[config.mk]
export PLATFORM = sky130hd
export DESIGN_NAME = minigame_host
export DESIGN_NICKNAME = d
export VERILOG_FILES = /design/src/rtl/minigame_host.sv
export SDC_FILE = /design/constraint.sdc
export NUM_CORES = 1
export LEC_CHECK = 0
export BUFFER_PORTS_ARGS = -buffer_cell sky130_fd_sc_hd__buf_4
export CAP_MARGIN = 20
export CORE_ASPECT_RATIO = 0.6
export CORE_MARGIN = 10
export CORE_UTILIZATION = 51
export CTS_BUF_LIST = sky130_fd_sc_hd__clkbuf_4 sky130_fd_sc_hd__clkbuf_8 sky130_fd_sc_hd__clkbuf_16
export DETAILED_ROUTE_END_ITERATION = 10
export PLACE_DENSITY = 0.79
export SYNTH_ARGS = -nofsm -noshare
export SYNTH_HDL_FRONTEND = slang
export SYNTH_SLANG_ARGS = --single-unit
export TNS_END_PERCENT = 1
[constraint.sdc]
create_clock -name MCLK -period 3.2 [get_ports MCLK]
set_input_delay 0.16 -clock MCLK [delete_from_list [all_inputs] [get_ports MCLK]]
set_output_delay 0.16 -clock MCLK [all_outputs]
set_load 0.02 [all_outputs]
[src/rtl/minigame_host.sv]
// rtl/minigame_host.sv - minigame supervisor: button debounce, seed timebase,
// session FSM with timeout abort, result registers and 4-digit display scan.
module minigame_host #(
  parameter int CLK_HZ       = 50_000_000,
  parameter int DEBOUNCE_CYC = 1_000_000,
  parameter int TIMEOUT_SEC  = 60,
  parameter int SCAN_CYC     = 50_000
) (
  input  logic       MCLK,
  input  logic       RESET,
  input  logic       start_btn,
  input  logic       game_done,
  input  logic [3:0] game_score,
  output logic       game_enable,
  output logic       game_rst,
  output logic [3:0] seed,
  output logic       busy,
  output logic       timeout_flag,
  output logic [7:0] wins,
  output logic [7:0] seg,
  output logic [3:0] an
);

  localparam int CW = $clog2(CLK_HZ + 1);
  localparam int DW = $clog2(DEBOUNCE_CYC + 1);
  localparam int SW = $clog2(SCAN_CYC + 1);
  localparam logic [3:0] TO_TENS = 4'(TIMEOUT_SEC / 10);
  localparam logic [3:0] TO_ONES = 4'(TIMEOUT_SEC % 10);

  typedef enum logic [2:0] {H_IDLE, H_ARM, H_RUN, H_FIN, H_ABORT} state_t;
  state_t state, state_nx;

  logic [CW-1:0] cyc_cnt;
  logic          sec_tick;
  logic          sync1, sync2, db_level, start_evt;
  logic [DW-1:0] db_cnt;
  logic          arm_cnt, run_started;
  logic [3:0]    run_tens, run_ones, last_tens, last_ones, peak;
  logic [SW-1:0] scan_cnt;
  logic [1:0]    digit_idx;
  logic [3:0]    digit_val;
  logic [7:0]    seg_nx;

  assign sec_tick = (cyc_cnt == CW'(CLK_HZ - 1));

  always_ff @(posedge MCLK or posedge RESET) begin
    if (RESET) begin
      cyc_cnt <= '0;
      seed    <= '0;
    end else if (sec_tick) begin
      cyc_cnt <= '0;
      seed    <= (seed == 4'd9) ? 4'd0 : seed + 4'd1;
    end else begin
      cyc_cnt <= cyc_cnt + 1'b1;
    end
  end

  // Level flips only after DEBOUNCE_CYC consecutive samples disagree with it.
  always_ff @(posedge MCLK or posedge RESET) begin
    if (RESET) begin
      sync1     <= 1'b0;
      sync2     <= 1'b0;
      db_level  <= 1'b0;
      db_cnt    <= '0;
      start_evt <= 1'b0;
    end else begin
      sync1     <= start_btn;
      sync2     <= sync1;
      start_evt <= 1'b0;
      if (sync2 == db_level) begin
        db_cnt <= '0;
      end else if (db_cnt == DW'(DEBOUNCE_CYC - 1)) begin
        db_cnt    <= '0;
        db_level  <= sync2;
        start_evt <= sync2;
      end else begin
        db_cnt <= db_cnt + 1'b1;
      end
    end
  end

  always_ff @(posedge MCLK or posedge RESET) begin
    if (RESET) state <= H_IDLE;
    else       state <= state_nx;
  end

  always_comb begin
    state_nx    = state;
    game_enable = 1'b0;
    game_rst    = 1'b0;
    busy        = (state != H_IDLE);
    case (state)
      H_IDLE:  if (start_evt) state_nx = H_ARM;
      H_ARM: begin
        game_enable = 1'b1;
        if (arm_cnt) state_nx = H_RUN;
      end
      H_RUN: begin
        if (game_done)
          state_nx = H_FIN;
        else if (run_tens == TO_TENS && run_ones == TO_ONES && !sec_tick)
          state_nx = H_ABORT;
      end
      H_FIN:   state_nx = H_IDLE;
      H_ABORT: begin
        game_rst = 1'b1;
        state_nx = H_IDLE;
      end
      default: state_nx = H_IDLE;
    endcase
  end

  // The first tick inside H_RUN only starts the clock, so a partial
  // leading second is not counted.
  always_ff @(posedge MCLK or posedge RESET) begin
    if (RESET) begin
      arm_cnt      <= 1'b0;
      run_started  <= 1'b0;
      run_tens     <= '0;
      run_ones     <= '0;
      last_tens    <= '0;
      last_ones    <= '0;
      peak         <= '0;
      wins         <= '0;
      timeout_flag <= 1'b0;
    end else begin
      case (state)
        H_IDLE: if (start_evt) begin
          arm_cnt      <= 1'b0;
          run_started  <= 1'b0;
          run_tens     <= '0;
          run_ones     <= '0;
          peak         <= '0;
          timeout_flag <= 1'b0;
        end
        H_ARM: arm_cnt <= 1'b1;
        H_RUN: begin
          if (game_score > peak) peak <= game_score;
          if (sec_tick) begin
            if (!run_started) begin
              run_started <= 1'b1;
            end else if (!(run_tens == 4'd9 && run_ones == 4'd9)) begin
              if (run_ones == 4'd9) begin
                run_ones <= 4'd0;
                run_tens <= run_tens + 4'd1;
              end else begin
                run_ones <= run_ones + 4'd1;
              end
            end
          end
        end
        H_FIN: begin
          if (wins != 8'hFF) wins <= wins + 8'd1;
          last_tens <= run_tens;
          last_ones <= run_ones;
        end
        H_ABORT: begin
          timeout_flag <= 1'b1;
          last_tens    <= run_tens;
          last_ones    <= run_ones;
        end
        default: ;
      endcase
    end
  end

  always_comb begin
    digit_val = 4'hF;
    case (digit_idx)
      2'd0:    digit_val = busy ? run_ones : last_ones;
      2'd1:    digit_val = busy ? run_tens : last_tens;
      2'd3:    digit_val = peak;
      default: digit_val = 4'hF;
    endcase
    case (digit_val)
      4'd0:    seg_nx = 8'hC0;
      4'd1:    seg_nx = 8'hF9;
      4'd2:    seg_nx = 8'hA4;
      4'd3:    seg_nx = 8'hB0;
      4'd4:    seg_nx = 8'h99;
      4'd5:    seg_nx = 8'h92;
      4'd6:    seg_nx = 8'h82;
      4'd7:    seg_nx = 8'hF8;
      4'd8:    seg_nx = 8'h80;
      4'd9:    seg_nx = 8'h90;
      default: seg_nx = 8'hFF;
    endcase
  end

  always_ff @(posedge MCLK or posedge RESET) begin
    if (RESET) begin
      scan_cnt  <= '0;
      digit_idx <= 2'd0;
      seg       <= 8'hFF;
      an        <= 4'b1110;
    end else begin
      if (scan_cnt == SW'(SCAN_CYC - 1)) begin
        scan_cnt  <= '0;
        digit_idx <= digit_idx + 2'd1;
      end else begin
        scan_cnt <= scan_cnt + 1'b1;
      end
      seg <= seg_nx;
      an  <= ~(4'b0001 << digit_idx);
    end
  end

endmodule
==> flow_summary.toml, run 1 <==
[clock_tree]
clk_pin_slew_ns = 0.06
clock_latency_ns = 0.41
clock_tree.buffer_depth = 2
cts_sinks = 117
cts_root_buf = "clkbuf_16"
postCtsSetupBuffers = 0
cts_buffers = 17
h-tree-depth = 4
postCtsResizedCells = 0
cts_tree = "built"

[yosys]
synth_flop_cell = "dfrtp_1"
ys_seq_area_share_pct = 49.2
yosysTopAreaCellShare_pct = 44.8
yosysUniqueCellTypes = 66
synthCells = 583
synth.area.top_cells = "dfrtp_1 (45%), xnor2_1 (6.4%), ha_1 (4.6%)"
syn_nets = 613
synth_top_cell_by_area = "dfrtp_1"
async_flop_share_pct = 100
synth_edf_count = 0
yosysWarnings = 0
synth_seq_cells = 117
synth_area_um2 = 5980
avgSynthCellArea_um2 = 10.3

[route]
num_vias = 4505
drc_errors = 0
via_per_inst = 5.66
drt_first_pass_iters = 5
routed_wl_um = 13400
post_drt_wl_per_cell_um = 16.9
dr.first_iter.drc_count = 364
ant_nets = 0

[sta]
setup_ws_ns = 0.696
hold_violations = 0
slew_violations = 0
skew_ns = 0.00951
finalSetupViolations = 0
slew_headroom_pct = 37.0
finalCritPeriodShare_pct = 78.2
finalCriticalPeriod_ns = 2.50
hold_slack_ns = 0.171
worst_slew_pin_slew_ns = 0.945
setup_tns_ns = 0
rsz0062_at_grt = "false"
max_freq_mhz = 399

[floorplan]
start_util_pct = 52.6
die_w_um = 160
io_pins = 36
coreArea_um2 = 11400
die_area_um2 = 16600
die_h_um = 104
rows = 30

[worst_setup_path]
critPathKind = "register to register"
cp-start-kind = "register"
worstSetupEndpointType = "register"
path_max_fanout = 30
cp.arrival_ns = 2.83
crit_required_ns = 3.53

[placed_design]
post-dp-hpwl_um = 9150
port_buffers = 34
globalplace.congestion = 0.922
place_ws_ns = 0.803
post-place-cells = 762
dpl_cell_area_um2 = 6360

[finish]
fin_util_pct = 62.0
drive_gt1_share_pct = 17.0
finalNetCount = 653
nFillCells = 907
final_area_um2 = 7050
antenna_cells = 0
multiInputGateArea_um2 = 2790
final-instance-count-excl-fill = 796
area_growth_pct = 17.9
ff_latch_area_um2 = 2940

[pwr]
pwr-share-seq_pct = 38.8
power_mw = 4.31
p_clk_share_pct = 49.5
comb_power_share_pct = 11.7
power.switching_mw = 1.13
peakVddDrop_mv = 0.439
p_leak_nw = 3.16
swShare_pct = 26.1
power_density_nw_per_um2 = 612
intPower_mw = 3.19

[run_status]
outcome = "complete, no violations"

[grt]
grt_pass1_wl_um = 22600
grt_max_degree = 46
overflow = 0
grt.total_usage_pct = 16.3
grt_pass1_vias = 4450
antenna_found_initial = 0

[hold_path]
hold_class = "input pin to register"

[run]
maxCapViolCount = 0
==> flip-flops by register name (all words and copies together), names as in the netlist, 7 cells and up <==
register  cells
cyc_cnt      26
scan_cnt     16
wins          8
seg           7
db_cnt       20
==> cells in the mapped netlist, types with 4 or more instances <==
cell and n:
a21o_1 4, a21oi_1 11, a31oi_1 7, and3_1 14, buf_2 8, clkbuf_1 6, dfrtp_1 107, dfstp_2 10
ha_1 22, inv_1 33, mux2_2 8, nand2_1 39, nand3_1 39, nand3b_1 4, nand4_1 11, nor2_1 69
nor2b_1 5, nor3_1 13, nor3b_1 7, nor4_1 11, nor4b_1 5, o211ai_1 7, o21ai_0 11, o311a_1 4
xnor2_1 44, xor2_1 22
==> placed cells by master (no fill, tap or decap), drive strengths merged, types with 5 or more instances in the layout <==
| master | count |
|---|---|
| inv | 32 |
| nor3 | 16 |
| mux2 | 9 |
| a21oi | 11 |
| nor2b | 5 |
| dfrtp | 107 |
| o21ai | 13 |
| nor4 | 12 |
| clkbuf | 20 |
| nor2 | 69 |
| nand2 | 39 |
| dfstp | 10 |
| ha | 22 |
| buf | 39 |
| bufinv | 5 |
| nand3 | 41 |
| nand4 | 11 |
| nor3b | 7 |
| and3 | 16 |
| a31oi | 7 |
| nor4b | 5 |
| xnor2 | 44 |
| o211ai | 7 |
| xor2 | 22 |
==> repair_timing <==
item | 4_1_cts | 5_1_grt
hold buffers | 2 | 0
setup endpoints to repair | 0 | 0
endpoints found under the hold margin | 28 | 0
==> critical path: stages, from the launching register on <==
cell	delay [ns]
dfrtp_1	0.73
nor3_4	0.49
mux2i_1	0.15
o211ai_1	0.39
inv_1	0.13
ha_1	0.33
o21ai_0	0.21
==> cell type report <==
type / count / share of cell area (%)
inverters: 33 / 1.81
well taps: 160 / 2.84
clock inverters: 12 / 2.84
flip-flops and latches: 117 / 41.7
multi-input cells: 413 / 39.6
clock buffers: 20 / 6.62
repair buffers: 41 / 4.61
==> kinds of logic (layout without fill, tap and decap cells) <==
group / after synthesis / after routing / synth area share (%)
multiplexers: 12 / 12 / 2.20
flip-flops: 117 / 117 / 49.2
AND/OR/NAND/NOR: 243 / 243 / 21.7
other: 1 / 1 / 0.0627
XOR/XNOR: 66 / 66 / 9.67
AO/OA/AOI/OAI: 69 / 69 / 8.46
buffers and inverters: 53 / 106 / 4.16
adder cells (fa/ha/maj): 22 / 22 / 4.60
==> power by group through the flow <==
stage          Clock [mW]  Combinational (mW)  Sequential (mW)
2_1_floorplan           0               0.405             1.65
3_3_place_gp            0               0.476             1.68
3_5_place_dp            0               0.503             1.69
4_1_cts              2.15               0.506             1.67
5_1_grt              2.23               0.563             1.69
6_report             2.14               0.504             1.68
==> worst paths after layout <==
kind / cells past startpoint / slack, ns / startpoint / end
max: 6 / 0.70 / state[1] / seg[1]
min: 5 / 0.17 / game_done / state[2]
max reg2reg: 6 / 0.70 / state[1] / seg[1]
min reg2reg: 0 / 0.38 / sync1 / sync2
max in group asynchronous: 4 / 1.97 / RESET / seg[4]
min in group asynchronous: 3 / 0.40 / RESET / cyc_cnt[5]
==> layer usage <==
| layer | wire (um) | up-vias | global-route usage [%] |
|---|---|---|---|
| li1 | - | 2116 | - |
| met1 | 6520 | 2219 | 22.8 |
| met2 | 5820 | 150 | 23.4 |
| met3 | 953 | 20 | 4.94 |
| met4 | 142 | 0 | 5.81 |
| met5 | 0 | - | 0 |
No activity file was read; power rests on OpenSTA's default activity.
==> inputs of run 2 (changes only) <==
--- a/config.mk
+++ b/config.mk
@@ -12,7 +12,7 @@
 export CORE_UTILIZATION = 51
 export CTS_BUF_LIST = sky130_fd_sc_hd__clkbuf_4 sky130_fd_sc_hd__clkbuf_8 sky130_fd_sc_hd__clkbuf_16
 export DETAILED_ROUTE_END_ITERATION = 10
-export PLACE_DENSITY = 0.79
+export PLACE_DENSITY = 0.77
 export SYNTH_ARGS = -nofsm -noshare
 export SYNTH_HDL_FRONTEND = slang
 export SYNTH_SLANG_ARGS = --single-unit
==> constraint.sdc (replaced) <==
create_clock -name MCLK -period 2.63 [get_ports MCLK]
set_input_delay 0.1315 -clock MCLK [delete_from_list [all_inputs] [get_ports MCLK]]
set_output_delay 0.1315 -clock MCLK [all_outputs]
set_load 0.02 [all_outputs]
==> flow_summary.toml, run 2 (synthesis results as in run 1) <==
[sta]
finalSetupViolations = 0
slew_violations = 0
finalCritPeriodShare_pct = 83.9
setup_tns_ns = 0
max_freq_mhz = 453
skew_ns = 0.00584
finalCriticalPeriod_ns = 2.21
hold_violations = 0
worst_slew_pin_slew_ns = 0.846
rsz0062_at_grt = "false"
slew_headroom_pct = 43.0

[worst_setup_path]
reg2reg_to = "seg[1]"
cp-startpoint = "state[0]"
cp.arrival_ns = 2.53
cp-start-kind = "register"
crit_required_ns = 2.96
r2r_cells = 6
ff2ff_setup_slack_ns = 0.42
worstSetupEndpointType = "register"
path_max_fanout = 17
r2r-start = "state[0]"
critPathKind = "register to register"

[pwr]
power_density_nw_per_um2 = 691
p_leak_nw = 3.15
power_mw = 4.82
peakVddDrop_mv = 0.459

[grt]
grt_max_degree = 118
antenna_found_initial = 0
grt.total_usage_pct = 15.3
grt_pass1_vias = 4378
grt_pass1_wl_um = 21300
overflow = 0

[floorplan]
die_area_um2 = 16600
start_util_pct = 52.6
coreArea_um2 = 11400
rows = 30
die_w_um = 160
die_h_um = 104
io_pins = 36

[finish]
final-instance-count-excl-fill = 800
drive_gt1_share_pct = 17.5
top_register = "cyc_cnt"
largest_register_ffs = 26
final_cell_mix = "dfrtp_1 (107), nor2_1 (69), xnor2_1 (44)"
area_growth_pct = 16.8
finalNetCount = 657
reg_top3 = "cyc_cnt: 26 flops, db_cnt: 20 flops, scan_cnt: 16 flops"
layout_commonest_cell = "dfrtp_1"
antenna_cells = 0
final_area_um2 = 6980

[route]
num_vias = 4488
routed_wl_um = 12400
dr.first_iter.drc_count = 294
drc_errors = 0
ant_nets = 0
drt_first_pass_iters = 5
via_per_inst = 5.61
post_drt_wl_per_cell_um = 15.6

[hold_path]
hold_class = "input pin to register"
worstHoldStart = "game_done"
hold_depth = 5
min_to = "state[2]"

[placed_design]
globalplace.congestion = 0.888
post-dp-hpwl_um = 8720
port_buffers = 34
dpl_cell_area_um2 = 6390
post-place-cells = 766

[run_status]
outcome = "complete, no violations"

[clock_tree]
postCtsResizedCells = 0
cts_sinks = 117
clk_pin_slew_ns = 0.05
h-tree-depth = 4
cts_tree = "built"
cts_buffers = 17
cts_root_buf = "clkbuf_16"
clock_latency_ns = 0.41
clock_tree.buffer_depth = 2

[run]
maxCapViolCount = 0
## run 2: critical path: stages (launching register included)
cell,delay [ns]
dfrtp_1,0.57
nor3_4,0.42
mux2i_1,0.14
o211ai_1,0.38
inv_1,0.12
ha_1,0.33
o21ai_0,0.17
## run 2: layer usage
layer	track usage, %	vias up	wire (um)
li1	-	2124	-
met1	20.7	2203	6010
met2	22.5	145	5530
met3	4.43	16	734
met4	6.27	0	166
met5	0	-	0
## run 2: area by class of cell
class,count,area (um2)
well taps,160,200
multi-input cells,413,2790
clock buffers,28,546
inverters,33,128
fillers,905,4390
clock inverters,4,22.5
repair buffers,45,355
flip-flops and latches,117,2940
## run 2: report_power, final
part	total (mW)	switching, mW	internal, mW	leakage [nW]
clock	2.15	0.750	1.40	0.288
sequential	2.01	0.129	1.88	1.54
combinational	0.665	0.407	0.258	1.32
## run 2: metrics by stage
stage / utilization [%] / setup slack (ns) / hold WS, ns
final: 61.4 / 0.424 / 0.142
after global routing: 61.4 / 0.251 / 0.143
after CTS: 61.4 / 0.463 / 0.108
after detailed placement: 56.2 / 0.459 / 0.243
after global placement: 56.2 / 0.595 / 0.243
after floorplan: - / 0.537 / 0.163
## run 2: how the worst max path moves through the flow
stage                         to  cells past startpoint  slack (ns)
floorplan           last_ones[2]                      6        0.54
global placement          seg[1]                      6        0.59
detailed placement        seg[1]                      6        0.46
CTS                 last_tens[3]                      4        0.46
global route              seg[1]                      6        0.25
finish                    seg[1]                      6        0.42
## run 2: what timing repair did
action,4_1_cts,5_1_grt
hold endpoints to repair,108,0
endpoints found under the setup margin,0,0
hold buffers,2,0
setup buffers,0,0
